File: src/rtl/capture_push_arbiter_if.sv
// Capture-side bundle of the push arbiter: per-source capture pulses in, FIFO push and status out.
// The capture decoders drive through master; the arbiter sits on slave.
interface capture_push_arbiter_if #(
    parameter int unsigned N_SRC = 4,
    parameter int unsigned DW    = 24,
    parameter int unsigned CNT_W = 16
) ();
    logic [N_SRC-1:0]    src_valid;
    logic [N_SRC*DW-1:0] src_data;
    logic                full;
    logic                drop_clr;
    logic                push_s;
    logic [DW-1:0]       push_dt;
    logic [N_SRC-1:0]    pending;
    logic                busy;
    logic [CNT_W-1:0]    drop_cnt;

    modport master (
        output src_valid, src_data, full, drop_clr,
        input  push_s, push_dt, pending, busy, drop_cnt
    );

    modport slave (
        input  src_valid, src_data, full, drop_clr,
        output push_s, push_dt, pending, busy, drop_cnt
    );
endinterface

File: src/rtl/capture_push_arbiter.sv
// Shares the capture FIFO push port among unstallable bus-capture sources, each with a
// one-deep holding register, issuing a push pulse followed by one gap cycle.
module capture_push_arbiter #(
    parameter int unsigned N_SRC = 4,
    parameter int unsigned DW    = 24,
    parameter int unsigned CNT_W = 16,
    parameter bit          PRIO0 = 1'b1
) (
    input logic clk,
    input logic reset,
    capture_push_arbiter_if.slave bus
);
    localparam int unsigned IDX_W = (N_SRC > 1) ? $clog2(N_SRC) : 1;

    typedef enum logic [1:0] {StIdle, StPush, StGap} state_e;

    state_e           state_q, state_d;
    logic [N_SRC-1:0] hold_v_q, hold_v_d;
    logic [DW-1:0]    hold_d_q [N_SRC];
    logic [N_SRC-1:0] take;
    logic [N_SRC-1:0] drop_vec;
    logic             push_s_q, push_s_d;
    logic [DW-1:0]    push_dt_q, push_dt_d;
    logic [IDX_W-1:0] rr_last_q, rr_last_d;
    logic [CNT_W-1:0] drop_cnt_q, drop_cnt_d;

    logic             grant_en;
    logic             prio_hit;
    logic             found;
    logic [IDX_W-1:0] grant_idx;
    logic [IDX_W-1:0] idx;
    logic [N_SRC-1:0] grant_vec;
    logic [CNT_W:0]   n_drop;
    logic [CNT_W:0]   sum;

    // Grant selection: optional fixed priority for the frame marker, else round-robin.
    always_comb begin
        grant_en  = (state_q == StIdle) && !bus.full && (|hold_v_q);
        prio_hit  = PRIO0 && hold_v_q[0];
        found     = 1'b0;
        grant_idx = '0;
        idx       = '0;
        if (!prio_hit) begin
            for (int unsigned k = 1; k <= N_SRC; k++) begin
                idx = IDX_W'((32'(rr_last_q) + k) % N_SRC);
                if (!found && hold_v_q[idx] && !(PRIO0 && (idx == '0))) begin
                    found     = 1'b1;
                    grant_idx = idx;
                end
            end
        end
        grant_vec = grant_en ? (N_SRC'(1) << grant_idx) : '0;
    end

    // A granted source frees its register at the same edge, so a new pulse there is kept.
    always_comb begin
        take     = '0;
        drop_vec = '0;
        hold_v_d = hold_v_q;
        n_drop   = '0;
        for (int unsigned i = 0; i < N_SRC; i++) begin
            take[i]     = bus.src_valid[i] && (!hold_v_q[i] || grant_vec[i]);
            drop_vec[i] = bus.src_valid[i] && !take[i];
            if (take[i]) begin
                hold_v_d[i] = 1'b1;
            end else if (grant_vec[i]) begin
                hold_v_d[i] = 1'b0;
            end
            n_drop = n_drop + {{CNT_W{1'b0}}, drop_vec[i]};
        end
        sum = {1'b0, drop_cnt_q} + n_drop;
        if (bus.drop_clr) begin
            drop_cnt_d = n_drop[CNT_W-1:0];
        end else if (sum[CNT_W]) begin
            drop_cnt_d = '1;
        end else begin
            drop_cnt_d = sum[CNT_W-1:0];
        end
    end

    always_comb begin
        state_d   = state_q;
        push_s_d  = 1'b0;
        push_dt_d = push_dt_q;
        rr_last_d = rr_last_q;
        unique case (state_q)
            StIdle: begin
                if (grant_en) begin
                    state_d   = StPush;
                    push_s_d  = 1'b1;
                    push_dt_d = hold_d_q[grant_idx];
                    if (!prio_hit) begin
                        rr_last_d = grant_idx;
                    end
                end
            end
            StPush:  state_d = StGap;
            StGap:   state_d = StIdle;
            default: state_d = StIdle;
        endcase
    end

    always_ff @(posedge clk) begin
        if (reset) begin
            state_q    <= StIdle;
            hold_v_q   <= '0;
            push_s_q   <= 1'b0;
            push_dt_q  <= '0;
            rr_last_q  <= IDX_W'(N_SRC - 1);
            drop_cnt_q <= '0;
        end else begin
            state_q    <= state_d;
            hold_v_q   <= hold_v_d;
            push_s_q   <= push_s_d;
            push_dt_q  <= push_dt_d;
            rr_last_q  <= rr_last_d;
            drop_cnt_q <= drop_cnt_d;
        end
    end

    // Held words need no reset: hold_v qualifies them.
    always_ff @(posedge clk) begin
        for (int unsigned i = 0; i < N_SRC; i++) begin
            if (take[i]) begin
                hold_d_q[i] <= bus.src_data[i*DW +: DW];
            end
        end
    end

    assign bus.push_s   = push_s_q;
    assign bus.push_dt  = push_dt_q;
    assign bus.pending  = hold_v_q;
    assign bus.drop_cnt = drop_cnt_q;
    assign bus.busy     = (state_q != StIdle) || (|hold_v_q);

endmodule

File: src/flat_wrapper.sv
// flat-port wrapper written by rule: the top's interface ports become plain ports
module capture_push_arbiter_flat 
#(
    parameter int unsigned N_SRC = 4,
    parameter int unsigned DW    = 24,
    parameter int unsigned CNT_W = 16,
    parameter bit          PRIO0 = 1'b1
)
  (clk, reset, bus_src_valid, bus_src_data, bus_full, bus_drop_clr, bus_push_s, bus_push_dt, bus_pending, bus_busy, bus_drop_cnt);
  capture_push_arbiter_if #(.N_SRC(N_SRC), .DW(DW), .CNT_W(CNT_W)) bus_i ();
  input logic clk;
  input logic reset;
  input wire logic [$bits(bus_i.src_valid)-1:0] bus_src_valid;
  input wire logic [$bits(bus_i.src_data)-1:0] bus_src_data;
  input wire logic [$bits(bus_i.full)-1:0] bus_full;
  input wire logic [$bits(bus_i.drop_clr)-1:0] bus_drop_clr;
  output wire logic [$bits(bus_i.push_s)-1:0] bus_push_s;
  output wire logic [$bits(bus_i.push_dt)-1:0] bus_push_dt;
  output wire logic [$bits(bus_i.pending)-1:0] bus_pending;
  output wire logic [$bits(bus_i.busy)-1:0] bus_busy;
  output wire logic [$bits(bus_i.drop_cnt)-1:0] bus_drop_cnt;
  assign bus_i.src_valid = bus_src_valid;
  assign bus_i.src_data = bus_src_data;
  assign bus_i.full = bus_full;
  assign bus_i.drop_clr = bus_drop_clr;
  assign bus_push_s = bus_i.push_s;
  assign bus_push_dt = bus_i.push_dt;
  assign bus_pending = bus_i.pending;
  assign bus_busy = bus_i.busy;
  assign bus_drop_cnt = bus_i.drop_cnt;
  capture_push_arbiter #(.N_SRC(N_SRC), .DW(DW), .CNT_W(CNT_W), .PRIO0(PRIO0)) u_core (.clk(clk), .reset(reset), .bus(bus_i));
endmodule
File: config.mk
export PLATFORM = sky130hd
export DESIGN_NAME = capture_push_arbiter_flat
export DESIGN_NICKNAME = d
export VERILOG_FILES = /design/src/rtl/capture_push_arbiter_if.sv /design/src/rtl/capture_push_arbiter.sv /design/src/flat_wrapper.sv
export SDC_FILE = /design/constraint.sdc
export NUM_CORES = 1
export LEC_CHECK = 0
export ABC_CLOCK_PERIOD_IN_PS = 8600
export CAP_MARGIN = 20
export CORE_ASPECT_RATIO = 2
export CORE_MARGIN = 10
export CORE_UTILIZATION = 53
export DETAILED_ROUTE_END_ITERATION = 8
export GPL_TIMING_DRIVEN = 1
export PLACE_DENSITY_LB_ADDON = 0.05
export SYNTH_ARGS = -nofsm -noshare
export SYNTH_HDL_FRONTEND = slang
export SYNTH_SLANG_ARGS = --single-unit
File: constraint.sdc
create_clock -name clk -period 8.6 [get_ports clk]
set_input_delay 0.86 -clock clk [delete_from_list [all_inputs] [get_ports clk]]
set_output_delay 0.86 -clock clk [all_outputs]
set_load 0.1 [all_outputs]
==> impl_summary.txt <==
----------------------------------------------------
[STA]
  Relative max-transition margin ... between 20% and 30%
  Final Max Tran Viols ... 0
  Final number of hold-violating endpoints ... 0
  Transition time at the pin with the least slew margin ... 1.088 ns
  Clock period minus worst slack ... 6.811 ns
  Post-layout worst setup margin ... between 1.5 and 2 ns
  Max Freq ... 146.8 MHz
  Worst Skew ... between 0.01 and 0.015 ns
  Worst hold slack after final layout ... around 0.45 ns
  Count of final setup violators ... 0
  Period utilisation layout ... between 70% and 80%
  Setup repair after global routing missed its margin ... false
  Setup TNS Final ... 0 ns

[Route]
  Routed wirelength normalized by instance count ... 21.22 um
  Detailed router's first-iteration violation count ... about 280
  Routed vias/inst ... around 5.6
  Number of remaining DRC errors ... 0
  Drt first pass iters ... 5
  Post-route antenna net violation count ... 0
  Final routed wirelength across all metal layers ... 15,980 um
  Routed via count ... between 4k and 5k

[Global routing]
  Largest net degree at the start of global routing ... 38
  Grt ovf ... 0
  Vias in the first global route ... between 4k and 5k
  Global-route usage over all layers ... between 20% and 30%
  Wire length of the first global-routing pass ... 24,780 um
  Initial antenna violation count ... 1

[Critical path]
  Required time of the critical path ... roughly 8.9 ns
  Crit start category ... flip-flop
  Peak fanout along the critical path ... 25
  Kind of end point of the critical path ... flip-flop
  Setup CP Type ... reg -> reg
  Arr. time, crit path ... about 7.1 ns

[Clocking]
  Clock tree sinks ... 145
  Max Buffers Root-to-Sink ... 2
  Clock tree from TritonCTS ... yes
  Clock transition at the registers of the reported paths ... approximately 0.060 ns
  Maximum level of the CTS H-tree ... 4
  TritonCTS Buffers ... 17
  Master cell of the clock root buffer ... sky130_fd_sc_hd__clkbuf_16
  # hold bufs at CTS ... 0
  Number of setup buffers added after CTS ... 0
  Clock insertion delay at the later pin of the skew report ... 0.41 ns
  Resize count post-CTS ... 0

[Placed design]
  Detailed placer's ending HPWL ... between 10,000 and 15,000 um
  Setup WS pre-CTS ... approximately 1.9 ns
  Routability Congestion ... approximately 0.77
  Count of buffers inserted at the top-level ports ... between 100 and 150

[Power and ir drop]
  Power per Cell Area ... 246.3 nW/um^2
  Final Total Pwr ... approximately 0.0020 W
  Leakage power ... about 3 nW
  Maximum resistive drop on vdd ... 0.1932 mV

[Finish]
  Fill cell count ... around 760
  Synth-to-Final Area Change ... 36.21%
  Total number of nets in the final design ... between 700 and 800
  Post-layout utilization of the core ... 73.05%
  Layout cell share with drive strength beyond 1 ... 11.64%

[Floorplanning]
  Overall die width ... 95.34 um
  Initial cell density of the core ... a little over half
  Core area ... ~11,000 sq um
  I/O pins ... 150
  Die Outline Area ... between 15,000 and 20,000 sq um
  DIE HEIGHT ... around 170 um
  Count of standard-cell rows ... 55

[Status]
  Result of the run ... completed

[Synth]
  Flip-flop and latch count after synthesis ... between 100 and 150
  Syn_nets ... 560
  Portion of the post-synthesis area used by sequential elements ... approximately 64%
  EDFF count, synth ... 96
  Synth Cell Area ... about 6000 sq um
  Count of mapped cells out of synthesis ... 445
  Yosys warning count ... 0
  Asr flop ratio synth ... 0%
  Distinct cells, synth ... 50
  Main synth FF type ... sky130_fd_sc_hd__edfxtp_1
  Mean instance size in the synthesized netlist ... 13.52 sq um

[Run]
  Max_cap viols ... 0

[Min path]
  Hold Crit Class ... reg -> reg

----------------------------------------------------
-- synth_stat cells, drive strengths merged (5+ instances only) --
cell type	count	share of area [%]
a21oi	43	3.6
a221oi	27	6.0
and3	7	0.73
buf	11	1.8
clkbuf	11	0.69
dfxtp	49	16
edfxtp	96	48
ha	9	1.9
inv	14	0.87
mux2i	29	4.8
nand2	35	2.2
nand3	5	0.42
nor2	20	1.2
nor3	10	0.83
o21ai	7	0.77
o21bai	24	3.0
or2	5	0.52
xnor2	5	0.73
xor2	6	0.87
-- critical path, stage by stage, from the launching register on --
cell and delay (ns):
sky130_fd_sc_hd__dfxtp_1 0.61, sky130_fd_sc_hd__inv_1 0.19, sky130_fd_sc_hd__ha_1 0.41, sky130_fd_sc_hd__or2_1 0.30, sky130_fd_sc_hd__or2_2 0.29, sky130_fd_sc_hd__a31o_1 0.19, sky130_fd_sc_hd__a211oi_2 0.30, sky130_fd_sc_hd__or2_2 0.77
sky130_fd_sc_hd__o21ai_0 0.27, sky130_fd_sc_hd__nor2_1 0.17, sky130_fd_sc_hd__ha_1 0.26, sky130_fd_sc_hd__fa_1 0.40, sky130_fd_sc_hd__ha_1 0.31, sky130_fd_sc_hd__inv_1 0.08, sky130_fd_sc_hd__fa_1 0.44, sky130_fd_sc_hd__nor2b_1 0.18
sky130_fd_sc_hd__o21ai_0 0.17, sky130_fd_sc_hd__nor3_1 0.36, sky130_fd_sc_hd__and3_1 0.25, sky130_fd_sc_hd__nand3_1 0.40, sky130_fd_sc_hd__a221oi_1 0.38
-- worst paths after layout --
kind	start	to	slack, ns	depth (start not counted)
min reg2reg	u_core.state_q[1]	u_core.state_q[1]	0.45	1
max reg2reg	u_core.rr_last_q[0]	u_core.bus.drop_cnt[1]	1.79	20
min	u_core.state_q[1]	u_core.state_q[1]	0.45	1
max	u_core.rr_last_q[0]	u_core.bus.drop_cnt[1]	1.79	20
-- state kept, by name, indices dropped and copies added (netlist names) --
register / cells
u_core.bus.pending: 4
u_core.rr_last_q: 2
u_core.hold_d_q: 96
u_core.bus.push_s: 1
u_core.bus.push_dt: 24
u_core.state_q: 2
u_core.bus.drop_cnt: 16
-- per-layer routing --
metal	track usage (%)	wire length [um]	share of wire, %	vias to the layer above
met2	35.14	8842	55	167
li1	-	-	-	1971
met3	6.670	1240	7.8	14
met1	21.50	5699	36	2081
met4	7.264	192	1.2	0
met5	0	0	0	-
-- layout by cell type, fill, tap and decap left out, types with 6 or more instances in the layout --
cell type / n
sky130_fd_sc_hd__o21bai_1: 24
sky130_fd_sc_hd__a221oi_2: 20
sky130_fd_sc_hd__clkbuf_16: 17
sky130_fd_sc_hd__nor2_1: 18
sky130_fd_sc_hd__and3_1: 7
sky130_fd_sc_hd__ha_1: 9
sky130_fd_sc_hd__nor3_1: 10
sky130_fd_sc_hd__inv_1: 14
sky130_fd_sc_hd__a221oi_1: 7
sky130_fd_sc_hd__dfxtp_1: 49
sky130_fd_sc_hd__mux2i_1: 29
sky130_fd_sc_hd__a21oi_1: 43
sky130_fd_sc_hd__edfxtp_1: 96
sky130_fd_sc_hd__xor2_1: 6
sky130_fd_sc_hd__clkdlybuf4s50_1: 149
sky130_fd_sc_hd__clkinvlp_4: 6
sky130_fd_sc_hd__nand2_1: 35
-- layout make-up --
| class | count | area [sq um] | share of cell area (%) |
|---|---|---|---|
| clock inverters | 13 | 137.6 | 1.680 |
| flip-flops and latches | 145 | 3864 | 47.15 |
| diodes | 1 | 2.502 | 0.03054 |
| multi-input cells | 264 | 1973 | 24.08 |
| repair buffers | 155 | 1544 | 18.84 |
| inverters | 14 | 52.55 | 0.6413 |
| well taps | 142 | 177.7 | 2.168 |
| clock buffers | 19 | 442.9 | 5.405 |
-- cells by family after synthesis --
group | Yosys count | synth area share [%]
buf+inv | 36 | 3.390
flops | 145 | 64.23
xor+xnor | 11 | 1.601
simple gates | 96 | 7.529
compound gates | 114 | 15.14
fa+ha+maj | 11 | 2.537
mux | 32 | 5.574
-- report_power, final --
part           switching (W)  internal (W)  leakage [nW]
clock network       0.000278      0.000434         0.267
registers          0.0000272      0.000801          1.32
logic               0.000319      0.000159          1.41
-- per-stage QoR --
step / cells / instance area, sq um
6_report: 753 / 8194
5_1_grt: 753 / 8194
4_1_cts: 751 / 8177
3_5_place_dp: 719 / 7596
3_3_place_gp: 719 / 7596
2_1_floorplan: 445 / 6016
Power figures use the tool's default switching activity.
